==> config.mk <==
export PLATFORM = sky130hd
export DESIGN_NAME = memory
export DESIGN_NICKNAME = d
export VERILOG_FILES = /design/src/rtl/memory_pkg.sv /design/src/rtl/mem_align.sv /design/src/rtl/memory.sv
export SDC_FILE = /design/constraint.sdc
export NUM_CORES = 1
export LEC_CHECK = 0
export CAP_MARGIN = 20
export CORE_AREA = 2 2 202 204
export DETAILED_ROUTE_END_ITERATION = 10
export DIE_AREA = 0 0 204 206
export PLACE_DENSITY = 0.71
export SYNTH_ARGS = -nofsm -noshare
export SYNTH_HDL_FRONTEND = slang
export SYNTH_HIERARCHICAL = 1
export SYNTH_SLANG_ARGS = --single-unit
==> constraint.sdc <==
create_clock -name clk -period 3.1 [get_ports clk]
set_input_delay 0.465 -clock clk [delete_from_list [all_inputs] [get_ports clk]]
set_output_delay 0.465 -clock clk [all_outputs]
set_load 0.01 [all_outputs]
==> src/rtl/memory_pkg.sv <==
`default_nettype none
// ============================================================================
//  Module      : memory_pkg
//  Description : Shared encodings for the memory-access pipeline stage:
//                load/store size codes, misalignment exception causes and
//                the bus-transaction FSM state type.
//  Revision    : 1.0 - initial release
// ============================================================================
package memory_pkg;

   // Load/store access size
   localparam logic [1:0] LS_BYTE = 2'd0;
   localparam logic [1:0] LS_HALF = 2'd1;
   localparam logic [1:0] LS_WORD = 2'd2;

   // Exception causes raised by this stage
   localparam logic [3:0] ECAUSE_LOAD_MISALIGNED  = 4'd4;
   localparam logic [3:0] ECAUSE_STORE_MISALIGNED = 4'd6;

   // Bus-transaction FSM
   typedef enum logic [0:0] {
      IDLE = 1'b0,
      REQ  = 1'b1
   } state_t;

endpackage : memory_pkg
`default_nettype wire

==> src/rtl/mem_align.sv <==
`default_nettype none
// ============================================================================
//  Module      : mem_align
//  Description : Purely combinational data alignment for the memory stage.
//                Store side: alignment check, lane replication and byte
//                strobes from the current instruction. Load side: lane
//                extraction and sign/zero extension using the format that
//                was latched when the request was issued.
//  Ports       : addr/size/rs2      - current instruction address, size, data
//                aligned            - access is naturally aligned
//                wdata/wstrb        - replicated store data and byte strobes
//                ld_off/ld_size/ld_signed - latched load format
//                rdata              - raw bus read data
//                ld_data            - aligned, extended load result
//  Revision    : 1.0 - initial release
// ============================================================================
module mem_align
   import memory_pkg::*;
(
   input  logic [31:0] addr,
   input  logic [1:0]  size,
   input  logic [31:0] rs2,
   output logic        aligned,
   output logic [31:0] wdata,
   output logic [3:0]  wstrb,
   input  logic [1:0]  ld_off,
   input  logic [1:0]  ld_size,
   input  logic        ld_signed,
   input  logic [31:0] rdata,
   output logic [31:0] ld_data
);

   logic [31:0] w_shift;

   // Store side: replicate the data across every lane it could land in so
   // the strobe alone selects the written bytes.
   always_comb begin
      aligned = 1'b1;
      wdata   = rs2;
      wstrb   = 4'b1111;
      case (size)
         LS_BYTE: begin
            aligned = 1'b1;
            wdata   = {4{rs2[7:0]}};
            wstrb   = 4'b0001 << addr[1:0];
         end
         LS_HALF: begin
            aligned = ~addr[0];
            wdata   = {2{rs2[15:0]}};
            wstrb   = 4'b0011 << addr[1:0];
         end
         LS_WORD: begin
            aligned = (addr[1:0] == 2'b00);
            wdata   = rs2;
            wstrb   = 4'b1111;
         end
         default: begin
            // Unused size code behaves like a word access
            aligned = (addr[1:0] == 2'b00);
            wdata   = rs2;
            wstrb   = 4'b1111;
         end
      endcase
   end

   // Load side: bring the addressed lane down to bit 0, then extend.
   assign w_shift = rdata >> {ld_off, 3'b000};

   always_comb begin
      ld_data = w_shift;
      case (ld_size)
         LS_BYTE: ld_data = {{24{ld_signed & w_shift[7]}},  w_shift[7:0]};
         LS_HALF: ld_data = {{16{ld_signed & w_shift[15]}}, w_shift[15:0]};
         default: ld_data = w_shift;
      endcase
   end

endmodule : mem_align
`default_nettype wire

==> src/rtl/memory.sv <==
`default_nettype none
// ============================================================================
//  Module      : memory
//  Description : Memory-access pipeline stage between execute and writeback.
//                Issues at most one valid/ready bus transaction per
//                instruction, aligns load data, builds store strobes, flags
//                misaligned accesses and registers results to writeback.
//  Ports       : clk, rstn            - clock, synchronous active-low reset
//                *_in                 - instruction slot from execute
//                stall, invalidate    - from the hazard unit
//                busy                 - transaction pending/outstanding
//                branch_out/_address  - redirect to fetch (combinational)
//                mem_*                - data-bus request/response
//                *_out, load_data     - registered slot to writeback
//  Revision    : 1.0 - initial release
// ============================================================================
module memory
   import memory_pkg::*;
(
   input  logic        clk,
   input  logic        rstn,
   input  logic [31:0] pc_in,
   input  logic [31:0] next_pc_in,
   input  logic [31:0] alu_data_in,
   input  logic [31:0] rs2_data_in,
   input  logic [31:0] csr_data_in,
   input  logic        branch_taken_in,
   input  logic        load_in,
   input  logic        store_in,
   input  logic [1:0]  load_store_size_in,
   input  logic        load_signed_in,
   input  logic [1:0]  write_select_in,
   input  logic [4:0]  rd_addr_in,
   input  logic [11:0] csr_addr_in,
   input  logic        mret_in,
   input  logic        wfi_in,
   input  logic        valid_in,
   input  logic [3:0]  ecause_in,
   input  logic        exception_in,
   input  logic        stall,
   input  logic        invalidate,
   output logic        busy,
   output logic        branch_out,
   output logic [31:0] branch_address,
   output logic        mem_valid,
   input  logic        mem_ready,
   output logic [31:0] mem_addr,
   output logic        mem_write,
   output logic [31:0] mem_wdata,
   output logic [3:0]  mem_wstrb,
   input  logic [31:0] mem_rdata,
   output logic [31:0] pc_out,
   output logic [31:0] next_pc_out,
   output logic [31:0] alu_data_out,
   output logic [31:0] csr_data_out,
   output logic [31:0] load_data,
   output logic [1:0]  write_select_out,
   output logic [4:0]  rd_addr_out,
   output logic [11:0] csr_addr_out,
   output logic        mret_out,
   output logic        wfi_out,
   output logic        valid_out,
   output logic [3:0]  ecause_out,
   output logic        exception_out
);

   state_t      r_state;
   state_t      w_state_next;

   // Bus request registers, frozen for the life of a transaction
   logic [31:0] r_mem_addr;
   logic        r_mem_write;
   logic [31:0] r_mem_wdata;
   logic [3:0]  r_mem_wstrb;
   // Latched load format
   logic [1:0]  r_ld_off;
   logic [1:0]  r_ld_size;
   logic        r_ld_signed;
   logic        r_is_load;
   // Completed-but-stalled result and sticky invalidate
   logic        r_done;
   logic [31:0] r_buf;
   logic        r_kill;

   logic        w_aligned;
   logic [31:0] w_wdata;
   logic [3:0]  w_wstrb;
   logic [31:0] w_ld_data;
   logic        w_memop;
   logic        w_access;
   logic        w_misalign;
   logic        w_issue;
   logic        w_complete;
   logic        w_load_out;
   logic [31:0] w_load_result;
   logic [31:0] w_load_data_next;

   mem_align u_align (
      .addr      (alu_data_in),
      .size      (load_store_size_in),
      .rs2       (rs2_data_in),
      .aligned   (w_aligned),
      .wdata     (w_wdata),
      .wstrb     (w_wstrb),
      .ld_off    (r_ld_off),
      .ld_size   (r_ld_size),
      .ld_signed (r_ld_signed),
      .rdata     (mem_rdata),
      .ld_data   (w_ld_data)
   );

   assign branch_out     = valid_in & ~exception_in & branch_taken_in;
   assign branch_address = alu_data_in;

   assign w_memop    = valid_in & ~exception_in & (load_in | store_in);
   assign w_misalign = w_memop & ~w_aligned;
   // r_done blocks re-issuing an instruction whose transaction already
   // finished while the stage was stalled.
   assign w_access   = w_memop & w_aligned & ~invalidate & ~r_done;

   assign mem_addr  = r_mem_addr;
   assign mem_write = r_mem_write;
   assign mem_wdata = r_mem_wdata;
   assign mem_wstrb = r_mem_wstrb;

   // ---------------------------------------------------------------- FSM --
   always_ff @(posedge clk) begin
      if (!rstn) begin
         r_state <= IDLE;
      end else begin
         r_state <= w_state_next;
      end
   end

   always_comb begin
      w_state_next = r_state;
      busy         = 1'b0;
      mem_valid    = 1'b0;
      w_issue      = 1'b0;
      w_complete   = 1'b0;
      case (r_state)
         IDLE: begin
            if (w_access) begin
               busy = 1'b1;
               if (!stall) begin
                  w_issue      = 1'b1;
                  w_state_next = REQ;
               end
            end
         end
         REQ: begin
            mem_valid = 1'b1;
            if (mem_ready) begin
               w_complete   = 1'b1;
               w_state_next = IDLE;
            end else begin
               busy = 1'b1;
            end
         end
         default: w_state_next = IDLE;
      endcase
   end

   // --------------------------------------------------------- datapath ----
   assign w_load_out    = ~stall & ~busy;
   assign w_load_result = r_is_load ? w_ld_data : 32'h0;

   always_comb begin
      w_load_data_next = 32'h0;
      if (w_complete) begin
         w_load_data_next = w_load_result;
      end else if (r_done) begin
         w_load_data_next = r_buf;
      end
   end

   always_ff @(posedge clk) begin
      if (!rstn) begin
         r_mem_addr  <= 32'h0;
         r_mem_write <= 1'b0;
         r_mem_wdata <= 32'h0;
         r_mem_wstrb <= 4'h0;
         r_ld_off    <= 2'b00;
         r_ld_size   <= 2'b00;
         r_ld_signed <= 1'b0;
         r_is_load   <= 1'b0;
         r_done      <= 1'b0;
         r_buf       <= 32'h0;
         r_kill      <= 1'b0;
      end else begin
         if (w_issue) begin
            r_mem_addr  <= {alu_data_in[31:2], 2'b00};
            r_mem_write <= store_in;
            r_mem_wdata <= w_wdata;
            r_mem_wstrb <= w_wstrb;
            r_ld_off    <= alu_data_in[1:0];
            r_ld_size   <= load_store_size_in;
            r_ld_signed <= load_signed_in;
            r_is_load   <= load_in;
         end
         if (w_complete) begin
            r_buf <= w_load_result;
         end
         if (w_load_out) begin
            r_done <= 1'b0;
         end else if (w_complete) begin
            r_done <= 1'b1;
         end
         // An invalidate seen mid-transaction kills the slot when it retires
         if (w_load_out) begin
            r_kill <= 1'b0;
         end else if (invalidate && (r_state == REQ || r_done)) begin
            r_kill <= 1'b1;
         end
      end
   end

   // ------------------------------------------------- writeback register --
   always_ff @(posedge clk) begin
      if (!rstn) begin
         pc_out           <= 32'h0;
         next_pc_out      <= 32'h0;
         alu_data_out     <= 32'h0;
         csr_data_out     <= 32'h0;
         load_data        <= 32'h0;
         write_select_out <= 2'b00;
         rd_addr_out      <= 5'h0;
         csr_addr_out     <= 12'h0;
         mret_out         <= 1'b0;
         wfi_out          <= 1'b0;
         valid_out        <= 1'b0;
         ecause_out       <= 4'h0;
         exception_out    <= 1'b0;
      end else if (w_load_out) begin
         pc_out           <= pc_in;
         next_pc_out      <= next_pc_in;
         alu_data_out     <= alu_data_in;
         csr_data_out     <= csr_data_in;
         load_data        <= w_load_data_next;
         write_select_out <= write_select_in;
         rd_addr_out      <= rd_addr_in;
         csr_addr_out     <= csr_addr_in;
         mret_out         <= mret_in;
         wfi_out          <= wfi_in;
         valid_out        <= valid_in & ~invalidate & ~r_kill;
         exception_out    <= exception_in | w_misalign;
         if (w_misalign) begin
            ecause_out <= load_in ? ECAUSE_LOAD_MISALIGNED : ECAUSE_STORE_MISALIGNED;
         end else begin
            ecause_out <= ecause_in;
         end
      end
   end

endmodule : memory
`default_nettype wire

== Yosys cells after proc, flatten, opt, wreduce, memory -nomap -nowiden ==
Cells that the tools add are included.

* Multiplexer cells: 19
* Equality and inequality tests: 2
* Reduce and logical (&&, ||, !) cells: 6
* Shift-type cells: 3
* Bitwise operators: 24

{| class="wikitable"
|+ Operators by type and width
! kind !! count
|-
| 32-bit one-hot mux with 2 select lines || 2
|-
| 32-bit 2-to-1 mux || 3
|-
| 32-bit by 5-bit >> shifter with 32-bit output || 1
|-
| 1-bit bitwise AND || 12
|-
| 1-bit inverter || 10
|-
| 1-bit 2-to-1 mux || 8
|-
| 4-bit one-hot mux with 2 select lines || 1
|-
| 2-bit zero test || 3
|-
| 1-bit one-hot mux with 2 select lines || 3
|-
| 2-bit by 1-bit equality test with 1-bit output, second input constant || 2
|-
| 4-bit 2-to-1 mux || 1
|-
| 1-bit by 2-bit << shifter with 4-bit output, first input constant || 1
|-
| 2-bit by 2-bit << shifter with 4-bit output, first input constant || 1
|-
| 2-bit 2-to-1 mux || 1
|-
| 1-bit bitwise OR || 2
|-
| 2-bit OR reduction || 1
|-
| 1-bit logical AND || 1
|-
| 1-bit logical OR || 1
|}

* Input bits: 230
* Register bits: 295

== Longest topological paths before layout ==
Gate-level depths: netlist (run 1).

* Depth in word-level cells: 11
* Depth in mapped cells: 11

== Hierarchy ==
The synthesis (run 1) kept the hierarchy.

{| class="wikitable"
|+ Modules (own cells, without submodules)
! module !! cells an instance !! sequential area each (um^2) !! area each (um^2) !! instances
|-
| memory || 1304 || 5905.7 || 11337.1 || 1
|-
| mem_align || 170 || 0.0 || 1285.0 || 1
|}

== Least setup slack after synthesis (run 1) ==
OpenSTA, ideal clock, no wires.

* Path type: input-to-reg
* Start: input port load_store_size_in[1]
* End: register alu_data_out[0]
* Setup time: 116 ps
* Required time: 2984 ps
* Buffers on the path: 5
* Stages on the path: 11
* Arrival time: 2399 ps
* Slack: 585 ps
* Path through: buf_2 o21a_1 a21oi_1 or4b_1 buf_2 o311a_1 buf_2 clkbuf_1 buf_2 nand2_1 a21boi_1

* Longest elaborated chain between the ends: 9

{| class="wikitable"
|+ RTL lines
! element !! line !! text
|-
| start: declaration || memory.sv:30 || <nowiki>input logic [1:0] load_store_size_in,</nowiki>
|-
| 2-bit by 1-bit equality test with 1-bit output / 2-bit zero test (equally long branches) || mem_align.sv:41 || <nowiki>case (size)</nowiki>
|-
| 1-bit one-hot mux with 2 select lines * || mem_align.sv:41 ||
|-
| net w_aligned || memory.sv:85 || <nowiki>logic w_aligned;</nowiki>
|-
| 1-bit bitwise AND * (3 in series) || memory.sv:119 || <nowiki>assign w_access = w_memop & w_aligned & ~invalidate & ~r_done;</nowiki>
|-
| 1-bit 2-to-1 mux * || memory.sv:143 || <nowiki>if (w_access) begin</nowiki>
|-
| 1-bit one-hot mux with 2 select lines * || memory.sv:141 || <nowiki>case (r_state)</nowiki>
|-
| 1-bit inverter * || memory.sv:165 || <nowiki>assign w_load_out = ~stall & ~busy;</nowiki>
|-
| 1-bit bitwise AND * || memory.sv:165 ||
|-
| end signal: assignment || memory.sv:237 || <nowiki>alu_data_out <= alu_data_in;</nowiki>
|-
| end: declaration || memory.sv:54 || <nowiki>output logic [31:0] alu_data_out,</nowiki>
|}

The timed path passes the listed nets; every way through them passes the cells marked *.
A chain may end at the register's enable or synchronous reset.

== Worst setup path after layout (run 1) ==
* Start: input port alu_data_in[0]
* End: output port busy

* Longest elaborated chain between the ends: 7

{| class="wikitable"
|+ RTL lines
! element !! line !! text
|-
| start: declaration || memory.sv:24 || <nowiki>input logic [31:0] alu_data_in,</nowiki>
|-
| 2-bit zero test / 1-bit inverter (equally long branches) || mem_align.sv:53, mem_align.sv:59, mem_align.sv:48 ||
|-
| 1-bit one-hot mux with 2 select lines * || mem_align.sv:41 ||
|-
| net w_aligned || memory.sv:85 ||
|-
| 1-bit bitwise AND * (3 in series) || memory.sv:119 ||
|-
| 1-bit 2-to-1 mux * || memory.sv:143 ||
|-
| 1-bit one-hot mux with 2 select lines * || memory.sv:141 ||
|-
| end: declaration || memory.sv:42 || <nowiki>output logic busy,</nowiki>
|}

Marks and branches as above.

==> impl_metrics.ini, run 1 <==
[outcome]
status = finished, final reports clean

[global_routing]
grt_pass1_wl_um = 64500
grt_pass1_vias = 11400
grt_usage_pct = 19.5
antenna_found_initial = 1
grt_max_degree = 111
gr-total-overflow = 0

[timing]
slew_headroom_pct = 47.8
final_max_slew_viol_count = 0
rsz0062_at_grt = false
min_period_over_period_pct = 85.8
finalHoldViolCount = 0
fin_worst_skew_ps = 14.9
setup_viol = 0
fin_crit_ps = 2660
worst_pin_slew_ps = 780
fmax_mhz = 376

[placed_design]
dp.cells = 2393
gp_congestion = 0.853
port_buffers = 518
dpl_cell_area_mm2 = 0.0180
dp_hpwl_um = 30000

[layout]
final_area_mm2 = 0.0193
final_cells = 2456
drive_gt1_share_pct = 6.34
syn_to_final_growth_pct = 52.8
diodes = 0
nNetsFinal = 2129
final_core_util_pct = 48.0

[yosys]
synth_compound_area_share_pct = 21.7
synth_edf_count = 0
syn-mean-instance-area_um2 = 8.56
yosys.area_share.simple_pct = 20.6
synth_top_area_share_pct = 46.8
synth_top_family_by_area = compound AO/OA/AOI/OAI gates
syn_inst = 1474
synthAdderAreaFrac_pct = 0
yosysSeqAreaShare_pct = 46.8
synth_area_leader_cell = dfxtp_1
yosysWarnings = 6
synthArstFlopShare_pct = 0
ys.flop_type = dfxtp_1
synth_cell_types = 52
synth_area_mm2 = 0.0126
synthMuxAreaShare_pct = 3.56
ys_top_cells_by_area = dfxtp_1, nand2_1, a21boi_1
synth_xor_area_share_pct = 0.0694
ys_ff_latch = 295

[hold_path]
hold_path_startpoint = next_pc_out[11]$_SDFFE_PN0P_
hp-class = reg -> reg
holdPathEnd = next_pc_out[11]$_SDFFE_PN0P_
worstHoldPathCells = 2

[job]
drv_cap = 0

[clock_network]
path_clk_slew_ps = 60
insertion_delay_ps = 530
cts_tree = built
cts_buffer_depth = 3
cts_buffers = 35
htree_num_levels = 2
ctsRootBufferMaster = clkbuf_16
holdBufCountCts = 0
cts_sinks = 295

[setup_path]
reg2regPathDepth = 6
cp.buffers_inverters = 2
cp_max_fo = 3
cp.arrival_ps = 2190
path_delay_family = buffers and inverters
cp-end-kind = output pin
cp_cell_sequence = clkdlybuf4s50_1 -> o21a_1 -> a21oi_2 -> or4b_1 -> o31ai_2 -> dlymetal6s2s_1
critPathRequiredTime_ps = 2630
cp_slowest_stage_delay_ps = 500
crit_type = in -> out
r2r-end = load_data[23]$_SDFFE_PN0P_
cp-start-kind = input port
r2r-start = r_ld_off[1]$_SDFFE_PN0P_
r2r_slack_ps = 670
cpMaxStageDelayCell = or4b_1

[route]
remaining_drc_errors = 0
viasPerCell = 4.84
postRouteAntennaNets = 0
dr.pass1.iters = 5
num_vias = 11900
drt_iter0_markers = 547
drt_wl_total_um = 43200
wl_per_cell_um = 17.6

[floorplan]
num_io_pins = 521
dieArea_mm2 = 0.0420
start_util_pct = 31.4
die_h_um = 206
core_area_mm2 = 0.0402
die_w_um = 204
rows = 74

[power]
peakVddDrop_mv = 0.402
p_per_area_mw_per_mm2 = 516
cellLeakagePower_nw = 7.01
repair_timing:
item / in CTS / in global routing
endpoints found under the hold margin: 0 / 0
buffers inserted: 0 / 0
endpoints found under the setup margin: 1 / 1
resized for setup: 1 / 2
synthesized netlist by cell type (all sizes together) (2+ instances only):
master   instances
a211oi           7
a21boi         233
a21oi           21
a221oi          31
a22oi           32
and2             2
buf            104
clkbuf          57
dfxtp          295
inv              5
mux2            17
mux2i           25
nand2          461
nand2b           5
nand3            2
nand3b           2
nor2            41
nor2b           41
nor3             3
nor3b           33
nor4             2
o21a             2
o21ai           12
o21bai           2
o221ai           2
o22ai            8
o2bb2ai          8
or2              8
layer usage:
metal	GRT usage (%)	vias up	part of all wire [%]
met2	32.1	431	48
li1	-	5749	-
met3	5.69	83	7.9
met5	0	-	0.030
met4	8.39	2	3.5
met1	23.6	5630	41
flip-flops by register name, indices dropped and copies added (netlist names), 2 cells and up:
name and count:
r_ld_off 2, rd_addr_out 5, r_buf 32, mem_wstrb 4
pc_out 32, r_ld_size 2, next_pc_out 32, write_select_out 2
mem_wdata 32, csr_addr_out 12, mem_addr 30, csr_data_out 32
alu_data_out 32, ecause_out 4, load_data 32
cell families (layout without fill, tap and decap cells):
group / Yosys count / after routing
other: 1 / 2
xor gates and xnor gates: 1 / 1
AOI/OAI and AO/OA: 363 / 363
DFF: 295 / 295
muxes: 42 / 42
and+or+nand+nor: 606 / 606
buffers and inverters: 166 / 615
tightest hold or removal path, delay by kind of cell, from the launching register on:
family           cells  cell delay, ps
flip-flops           1             300
AO/OA/AOI/OAI        1              50
AND/OR/NAND/NOR      1              50
worst max path at each step:
stage | from | end | slack, ps | depth (start not counted)
5_1_grt | alu_data_in[0] | busy | 370 | 6
6_report | alu_data_in[0] | busy | 440 | 6
2_1_floorplan | load_store_size_in[1] | alu_data_out[0]$_SDFFE_PN0P_ | 580 | 11
3_3_place_gp | alu_data_in[0] | busy | -40 | 6
3_5_place_dp | alu_data_in[0] | mem_addr[21]$_SDFFE_PN0P_ | -60 | 9
4_1_cts | alu_data_in[0] | busy | 2 | 6
cell usage in the layout (no fill, tap or decap), types with 3 or more instances in the layout:
cell | synthesis | final
a221oi_1 | 31 | 31
nor3_1 | 3 | 3
o2bb2ai_1 | 8 | 8
mux2_2 | 16 | 16
nand2b_1 | 5 | 5
nor2b_1 | 41 | 41
a21boi_0 | 27 | 27
a21oi_1 | 21 | 20
clkbuf_16 | 0 | 37
o22ai_1 | 6 | 6
o21ai_0 | 12 | 12
nor3b_1 | 33 | 33
nor2_1 | 39 | 39
inv_1 | 5 | 5
clkinv_2 | 0 | 4
clkbuf_1 | 57 | 8
or2_2 | 6 | 6
buf_12 | 0 | 13
a211oi_1 | 7 | 7
clkbuf_8 | 0 | 5
nand2_1 | 461 | 461
dfxtp_1 | 295 | 295
bufinv_16 | 0 | 7
buf_4 | 45 | 16
clkdlybuf4s50_1 | 0 | 516
a22oi_1 | 32 | 32
a21boi_1 | 206 | 206
mux2i_1 | 24 | 24
where the power goes:
group	switching, mW	internal [mW]	total [mW]
clock	1.64	2.88	4.53
sequential	0.0819	3.95	4.03
combinational	0.615	0.778	1.39
total	2.34	7.61	9.95
final cells by class:
class                   instances  area (µm²)
repair buffers                548        5600
flip-flops and latches        295        5910
well taps                     532         666
multi-input cells            1014        5830
clock buffers                  50        1020
fillers                      3743       20900
clock inverters                12         239
inverters                       5        18.8
stage by stage:
stage | total power [mW] | TNS (ps) | hold WS, ps | worst slack [ps]
6_report | 9.95 | 0 | 448 | 441
5_1_grt | 10.3 | 0 | 465 | 375
4_1_cts | 10.1 | 0 | 431 | 1.59
3_5_place_dp | 5.50 | -3020 | 444 | -56.1
3_3_place_gp | 5.48 | -394 | 435 | -43.9
2_1_floorplan | 4.68 | 0 | 428 | 585
Note: power is estimated with default switching activity, not from simulation.
==> run 2, diff against run 1 <==
- SLEW_MARGIN: not set -> 20
==> run 2 against run 1 <==
Effect of this change: sequential power about the same; non-clock buffer count is 1 lower; power hardly changed; setup slack improved by 5.2 ps; routed wire length is essentially flat.
==> impl_metrics.ini, run 2 (same netlist as run 1, synthesis figures left out) <==
[clock_network]
insertion_delay_ps = 530
ctsRootBufferMaster = clkbuf_16
cts_buffers = 35
path_clk_slew_ps = 60
cts_sinks = 295
holdBufCountCts = 0
cts_buffer_depth = 3
cts_tree = built
htree_num_levels = 2

[route]
num_vias = 11900
viasPerCell = 4.83
postRouteAntennaNets = 0
remaining_drc_errors = 0
drt_iter0_markers = 524
dr.pass1.iters = 5
wl_per_cell_um = 17.6
drt_wl_total_um = 43100

[layout]
diodes = 0
mostFrequentLayoutCell = clkdlybuf4s50_1
final_cell_mix = clkdlybuf4s50_1, nand2_1, dfxtp_1
nNetsFinal = 2128
final_core_util_pct = 47.9
syn_to_final_growth_pct = 52.6
drive_gt1_share_pct = 6.34

[timing]
finalHoldViolCount = 0
worst_pin_slew_ps = 773
fin_ws_ps = 446
setup_viol = 0
fmax_mhz = 377
fin_worst_skew_ps = 16.6
min_period_over_period_pct = 85.6
final_max_slew_viol_count = 0
fin_worst_hold_slack_ps = 448
rsz0062_at_grt = false
slew_headroom_pct = 48.3
finalSetupTns_ps = 0
fin_crit_ps = 2650

[power]
total_power_mw = 9.95
p_per_area_mw_per_mm2 = 517
cellLeakagePower_nw = 7.00
peakVddDrop_mv = 0.403

[placed_design]
gp_congestion = 0.853
dpl_worst_slack_ps = -56.1
port_buffers = 518
dp_hpwl_um = 30000

[setup_path]
cp_max_fo = 3
cp.arrival_ps = 2190
cp-start-kind = input port
crit_type = in -> out
r2r-start = r_ld_off[1]$_SDFFE_PN0P_
crit_start = alu_data_in[0]
cp-end-kind = output pin
reg2regPathDepth = 6
critPathRequiredTime_ps = 2630

[hold_path]
hold_path_startpoint = next_pc_out[11]$_SDFFE_PN0P_
worstHoldPathCells = 2
hp-class = reg -> reg

[job]
drv_cap = 0

[floorplan]
die_w_um = 204
rows = 74
core_area_mm2 = 0.0402
dieArea_mm2 = 0.0420
num_io_pins = 521
die_h_um = 206
start_util_pct = 31.4

[global_routing]
grt_usage_pct = 19.5
grt_max_degree = 111
grt_pass1_vias = 11400
gr-total-overflow = 0
grt_pass1_wl_um = 64500
antenna_found_initial = 1

[outcome]
status = finished, final reports clean
## run 2: power by group
| group | switching [mW] | internal, mW | total, mW |
|---|---|---|---|
| logic | 0.615 | 0.778 | 1.39 |
| registers | 0.0821 | 3.95 | 4.03 |
| clock network | 1.65 | 2.88 | 4.53 |
| total | 2.35 | 7.61 | 9.95 |
## run 2: final timing paths
kind / end / slack [ps]
worst max-delay path: busy / 450
worst min-delay path: next_pc_out[11]$_SDFFE_PN0P_ / 450
worst max register to register: load_data[23]$_SDFFE_PN0P_ / 660
worst min register to register: next_pc_out[11]$_SDFFE_PN0P_ / 450
## run 2: layout make-up
| type | count | area, µm² |
|---|---|---|
| Clock buffer | 50 | 1020 |
| Clock inverter | 12 | 239 |
| Fill cell | 3745 | 20900 |
| Inverter | 5 | 18.8 |
| Multi-Input combinational cell | 1014 | 5830 |
| Sequential cell | 295 | 5910 |
| Tap cell | 532 | 666 |
| Timing Repair Buffer | 547 | 5570 |
## run 2: layer usage
| metal | global-route usage (%) | vias to the layer above | share of wire [%] |
|---|---|---|---|
| met5 | 0 | - | 0.030 |
| met4 | 8.39 | 2 | 3.4 |
| met3 | 5.69 | 80 | 8.0 |
| met2 | 32.1 | 440 | 47 |
| met1 | 23.6 | 5596 | 41 |
| li1 | - | 5743 | - |
## run 2: critical path, stage by stage
cell and delay (ps):
clkdlybuf4s50_1 460, o21a_1 200, a21oi_2 150, or4b_1 500, o31ai_2 210, dlymetal6s2s_1 190
## run 2: timing repair
item                                   in CTS  in global routing
endpoints found under the hold margin       0                  0
setup buffers                               0                  0
setup endpoints to repair                   1                  1
gates resized for setup                     1                  2
pin swaps                                   0                  0
## run 2: through the flow
step	cells	cell area, µm²
2_1_floorplan	1475	12600
6_report	2455	19300
3_5_place_dp	2393	18000
3_3_place_gp	2393	18000
4_1_cts	2455	19200
5_1_grt	2455	19300
==> run 3, diff against run 2 <==
- CAP_MARGIN: 20 -> not set
==> results of run 3 <==
No change in the layout: final DEF, timing and power equal those of run 2.
